### config.mk
export PLATFORM = sky130hd
export DESIGN_NAME = dot_feeder
export DESIGN_NICKNAME = d
export VERILOG_FILES = /design/src/rtl/dot_feeder.sv
export SDC_FILE = /design/constraint.sdc
export NUM_CORES = 2
export LEC_CHECK = 0
export CAP_MARGIN = 0
export CORE_AREA = 2 2 474 476
export CTS_CLUSTER_SIZE = 28
export DETAILED_ROUTE_END_ITERATION = 7
export DIE_AREA = 0 0 476 478
export PLACE_DENSITY = 0.38
export SYNTH_ARGS = -nofsm -noshare
export SYNTH_HDL_FRONTEND = slang
export SYNTH_SLANG_ARGS = --single-unit
### constraint.sdc
create_clock -name clock -period 115.6 [get_ports clock]
set_clock_uncertainty 0.2 [all_clocks]
set_input_delay 34.68 -clock clock [delete_from_list [all_inputs] [get_ports clock]]
set_output_delay 34.68 -clock clock [all_outputs]
set_load 0.005 [all_outputs]
### src/rtl/dot_feeder.sv
// Collects element pairs into LANES-wide a/b vectors for a dot-product datapath, then
// captures the returned result and holds it until the consumer accepts. Macro DOT_FEEDER_SHORT_EN enables short vectors.
module dot_feeder #(
    parameter int LANES   = 16,
    parameter int ELEM_W  = 32,
    parameter int Y_W     = 69,
    parameter int LATENCY = 2
) (
    input  logic                    clock,
    input  logic                    reset,
    input  logic                    io_in_valid,
    output logic                    io_in_ready,
    input  logic [ELEM_W-1:0]       io_in_a,
    input  logic [ELEM_W-1:0]       io_in_b,
    input  logic                    io_in_last,
    output logic [LANES*ELEM_W-1:0] io_vec_a,
    output logic [LANES*ELEM_W-1:0] io_vec_b,
    input  logic [Y_W-1:0]          io_dp_y,
    output logic                    io_out_valid,
    input  logic                    io_out_ready,
    output logic [Y_W-1:0]          io_out_bits,
    output logic                    io_busy
);

    localparam int IDX_W = (LANES > 1) ? $clog2(LANES) : 1;
    localparam int CNT_W = (LATENCY > 0) ? $clog2(LATENCY + 1) : 1;
    localparam logic [IDX_W-1:0] LAST_IDX = IDX_W'(LANES - 1);

    typedef enum logic [1:0] {FILL, WAIT, HOLD} state_t;

    state_t             state_reg, state_next;
    logic [IDX_W-1:0]   idx_reg, idx_next;
    logic [CNT_W-1:0]   wait_cnt_reg, wait_cnt_next;
    logic [Y_W-1:0]     out_bits_reg;
    logic [ELEM_W-1:0]  a_lane_reg [LANES];
    logic [ELEM_W-1:0]  b_lane_reg [LANES];

    logic handshake;
    logic capture;
    logic end_of_vector;

`ifdef DOT_FEEDER_SHORT_EN
    assign end_of_vector = (idx_reg == LAST_IDX) || io_in_last;
`else
    logic unused_in_last;
    assign unused_in_last = io_in_last;
    assign end_of_vector  = (idx_reg == LAST_IDX);
`endif

    always_comb begin
        state_next    = state_reg;
        idx_next      = idx_reg;
        wait_cnt_next = wait_cnt_reg;
        io_in_ready   = 1'b0;
        handshake     = 1'b0;
        capture       = 1'b0;
        case (state_reg)
            FILL: begin
                io_in_ready = 1'b1;
                handshake   = io_in_valid;
                if (io_in_valid) begin
                    if (end_of_vector) begin
                        idx_next      = '0;
                        wait_cnt_next = CNT_W'(LATENCY);
                        state_next    = WAIT;
                    end else begin
                        idx_next = idx_reg + IDX_W'(1);
                    end
                end
            end
            WAIT: begin
                // The counter reaching zero marks the cycle io_dp_y reflects the held vectors.
                if (wait_cnt_reg == '0) begin
                    capture    = 1'b1;
                    state_next = HOLD;
                end else begin
                    wait_cnt_next = wait_cnt_reg - CNT_W'(1);
                end
            end
            HOLD: begin
                if (io_out_ready) begin
                    state_next = FILL;
                end
            end
            default: state_next = FILL;
        endcase
    end

    always_ff @(posedge clock or posedge reset) begin
        if (reset) begin
            state_reg    <= FILL;
            idx_reg      <= '0;
            wait_cnt_reg <= '0;
            out_bits_reg <= '0;
        end else begin
            state_reg    <= state_next;
            idx_reg      <= idx_next;
            wait_cnt_reg <= wait_cnt_next;
            if (capture) begin
                out_bits_reg <= io_dp_y;
            end
        end
    end

    generate
        for (genvar gi = 0; gi < LANES; gi++) begin : g_lane
            localparam logic [IDX_W-1:0] LANE_ID = IDX_W'(gi);

            always_ff @(posedge clock or posedge reset) begin
                if (reset) begin
                    a_lane_reg[gi] <= '0;
                    b_lane_reg[gi] <= '0;
                end else if (handshake && (idx_reg == LANE_ID)) begin
                    a_lane_reg[gi] <= io_in_a;
                    b_lane_reg[gi] <= io_in_b;
`ifdef DOT_FEEDER_SHORT_EN
                end else if (handshake && io_in_last && (LANE_ID > idx_reg)) begin
                    // Lanes beyond a short vector's end must not contribute stale data.
                    a_lane_reg[gi] <= '0;
                    b_lane_reg[gi] <= '0;
`endif
                end
            end

            assign io_vec_a[gi*ELEM_W +: ELEM_W] = a_lane_reg[gi];
            assign io_vec_b[gi*ELEM_W +: ELEM_W] = b_lane_reg[gi];
        end
    endgenerate

    assign io_out_valid = (state_reg == HOLD);
    assign io_out_bits  = out_bits_reg;
    assign io_busy      = (state_reg != FILL) || (idx_reg != '0);

endmodule

* Yosys cells after proc, flatten, opt, wreduce, memory -nomap -nowiden *
Cells that the tools add are included.

storage, ports and cells
  output and inout bits = 1096
  word-level logic and storage cells = 100
  input port bits = 138
  register bits after elaboration = 1101

cells by class
  add/sub/neg operators = 2
  eq/ne operators = 22
  reduce and logical (&&, ||, !) cells = 26
  multiplexer cells = 14

operator list
  kind                 number
  $eq 4x4->1 const B   8
  $eq 4x3->1 const B   4
  $logic_and 1x1->1    16
  $mux 2               7
  $eq 4x2->1 const B   2
  $ne 2x2->1 const B   4
  $reduce_and 4->1     2
  $pmux 2 s3           1
  $add 4x1->4 const B  1
  $eq 4x1->1 const B   1
  $logic_not 2->1      2
  $logic_not 4->1      1
  $mux 1               4
  $mux 4               1
  $pmux 2 s2           1
  $reduce_bool 2->1    2
  $reduce_bool 4->1    1
  $eq 2x1->1 const B   1
  $eq 2x2->1 const B   1
  $ne 2x1->1 const B   1
  $reduce_and 2->1     1
  $sub 2x1->2 const B  1
  $logic_or 1x1->1     1

* Depth between registers and ports, before layout *
  depth in word-level cells = 4
  depth in mapped cells = 7
  mapped depth without buffers = 5

* Worst setup path before layout *
OpenSTA, ideal clock, no wires.

  path type = input -> register
  start point = input io_in_valid
  end point = register b_lane_reg (netlist bit io_vec_b[131])
  buffers on the path = 2
  slack = 79.314 ns
  cell stages on the path = 5
  setup time = 0.125 ns
  data required time = 115.275 ns
  data arrival time = 35.962 ns
  cell sequence = or4b_1 buf_6 nor2_8 buf_6 mux2_2

on the way
  longest elaborated chain between the ends = 2

ends and longest elaborated chain
  element                         RTL line  source
  start: declaration              11        input logic io_in_valid,
  $mux 1                          57        case (state_reg)
  $logic_and 1x1->1               113       end else if (handshake && (idx_reg == LANE_ID)) begin
  end signal: indexed assignment  115       b_lane_reg[gi] <= io_in_b;
  end: declaration                36        logic [ELEM_W-1:0] b_lane_reg [LANES];

No other way between the ends.
A chain may end at the register's enable or synchronous reset.

==> impl_metrics.toml <==
[status]
status = "complete, no violations"

[layout]
register_area_um2 = 27600
finalNonFillerCells = 6782
area_growth_pct = 48.8
nets = 3826
fill_cells = 23000
multiInputGateArea_um2 = 12800
layout-drive-gt1-share_pct = 34.8
post-route-util_pct = 27.5
fin_area_um2 = 61400

[yosys]
synth_edf_count = 0
syn_area_per_cell_um2 = 17.0
synth_ff_type = "dfrtp_1"
ys_warn_count = 0
yosysUniqueCellTypes = 30
syn_nets = 2577
seq_area_frac_synth_pct = 66.7
ys_seq_elements = 1101
synth_area_um2 = 41300
ys_async_sr_fraction_pct = 100
synth_cells = 2434

[timing]
fin_crit_sh_pct = 33.1
holdWs_ns = 0.273
period_needed_ns = 38.27
relSlewSlack_pct = 21.0
setup_viol = 0
final_hold_viol_count = 0
worst_slew_pin_slew_ns = 1.18
setup_tns_ns = 0
rsz0062_at_grt = "no"
worst_slack_ns = 77.33
drv_slew = 0
fmax_mhz = 26.1

[worst_setup_path]
cp-end-kind = "asynchronous set/reset pin"
cp-start-kind = "input pin"
critical_path_class = "in2async"
timing.rr.start = "state_reg[0]"
required_ns = 116.15
r2r-end = "io_vec_b[251]"
cp_max_fo = 135
crit_start = "reset"
r2r_slack_ns = 111.63
arrival_ns = 38.82
r2r_cells = 5

[worst_hold_path]
hold_class = "reg2reg"
holdPathEnd = "wait_cnt_reg[0]"
min_path_cells = 1
hold_start = "wait_cnt_reg[0]"

[placement]
place_area_um2 = 56900
dp_cells = 6531
dpl_worst_slack_ns = 76.31
dpl.hpwl_mm = 124
gp_routability_congestion = 0.744
io_buffers = 1232

[global_routing]
grt_max_degree = 136
grt_pass1_vias = 27500
antenna_found_initial = 15
overflow = 0
grt_pass1_wl_mm = 245
track_usage_pct = 15.6

[drt]
initialDrtViolationCount = 924
avgViaCountPerCell = 3.84
finalWirelength_mm = 181
drc = 0
wl_per_cell_um = 26.7
vias = 26100
first_pass_iters = 4
ant_nets = 0

[clocking]
cts_resized = 0
cts_hold_repair.buffers = 0
ctsRootBufferMaster = "clkbuf_16"
path_clk_slew_ns = 0.05
cts_sinks = 1101
cts_buffers = 142
cts_tree = "built"
cts_setup_buffers = 0
cts.htree.levels = 4
clk_latency_ns = 0.76
clockBufferDepth = 3

[floorplan]
num_rows = 174
ioPinCount = 1234
start_util_pct = 18.5
dieWidth_um = 476
coreArea_um2 = 223000
die_area_um2 = 228000
die_h_um = 478

[power]
power.total_mw = 1.80
ir_worst_vdd_mv = 0.0189
leakagePower_nw = 26.2
powerDensity_nw_per_um2 = 29.4

[flow_run]
drv_cap = 0
-- area by class of cell --
cell class	count	area share [%]
repair buffers	1281	20.7
multi-input cells	1150	20.9
clock buffers	212	6.69
inverters	7	0.0550
clock inverters	34	0.689
well taps	2992	6.10
flip-flops and latches	1101	44.9
diodes	5	0.0204
-- cells in the mapped netlist (all sizes together) (3+ instances only) --
| cell type | instances | area [µm²] |
|---|---|---|
| nand3b | 3 | 22.5 |
| clkbuf | 88 | 330 |
| mux2 | 1093 | 12300 |
| nor2b | 3 | 18.8 |
| ha | 5 | 62.6 |
| inv | 7 | 26.3 |
| nand2 | 15 | 56.3 |
| buf | 88 | 634 |
| nor2 | 8 | 83.8 |
| dfrtp | 1101 | 27600 |
| o21ai | 4 | 20.0 |
-- critical path, stage by stage --
cell	delay (ns)
clkdlybuf4s50_1	0.49
inv_8	0.37
buf_12	0.50
buf_12	0.55
buf_4	0.79
buf_4	0.79
-- how the worst max path moves through the flow --
stage          slack [ns]            end  depth (start not counted)
6_report            77.33  io_vec_a[301]                          6
3_3_place_gp        76.29  io_vec_a[385]                          6
3_5_place_dp        76.31  io_vec_a[101]                          6
2_1_floorplan       49.72     idx_reg[0]                          1
4_1_cts             77.19  io_vec_a[131]                          6
5_1_grt             76.68  io_vec_a[131]                          6
-- per-layer routing --
layer / vias to the layer above / global-route usage, % / routed length (µm) / part of all wire (%)
met3: 202 / 6.62 / 18100 / 10
li1: 11100 / - / - / -
met5: - / 0 / 0 / 0
met2: 1015 / 26.3 / 87800 / 48
met1: 13800 / 17.8 / 70400 / 39
met4: 0 / 4.53 / 4800 / 2.7
-- report_power, final --
part | switching (mW) | internal (mW) | total (mW)
Combinational | 0.275 | 0.442 | 0.717
Sequential | 0.0881 | 0.562 | 0.650
Clock | 0.179 | 0.257 | 0.437
-- cells by family after synthesis --
group,share of synthesized area (%)
flip-flops,66.7
adder cells (fa/ha/maj),0.152
AO/OA/AOI/OAI,0.124
AND/OR/NAND/NOR,0.721
multiplexers,29.8
XOR/XNOR,0.0212
buffers and inverters,2.40
-- cell usage in the layout (no fill, tap or decap), types with 2 or more instances in the layout --
master	synthesis	layout
clkbuf_8	0	23
nor2_4	0	3
clkinv_4	0	2
nand3_1	2	2
nand2_1	15	8
diode_2	0	5
mux2_2	1047	1047
clkdlybuf4s50_1	0	1231
dfrtp_1	1101	1101
and4bb_2	2	2
nand3b_1	3	3
clkinv_16	0	2
nand2_4	0	7
clkinv_8	0	3
o41ai_1	2	2
o21ai_0	4	4
nor2_8	3	3
nor2b_1	3	3
bufinv_16	0	5
ha_1	5	5
mux2_1	46	46
clkbuf_16	0	145
clkbuf_1	88	44
buf_12	0	2
buf_4	0	47
inv_1	7	6
nor2_1	3	2
inv_6	0	5
clkinv_2	0	15
Note: power is estimated with default switching activity, not from simulation.
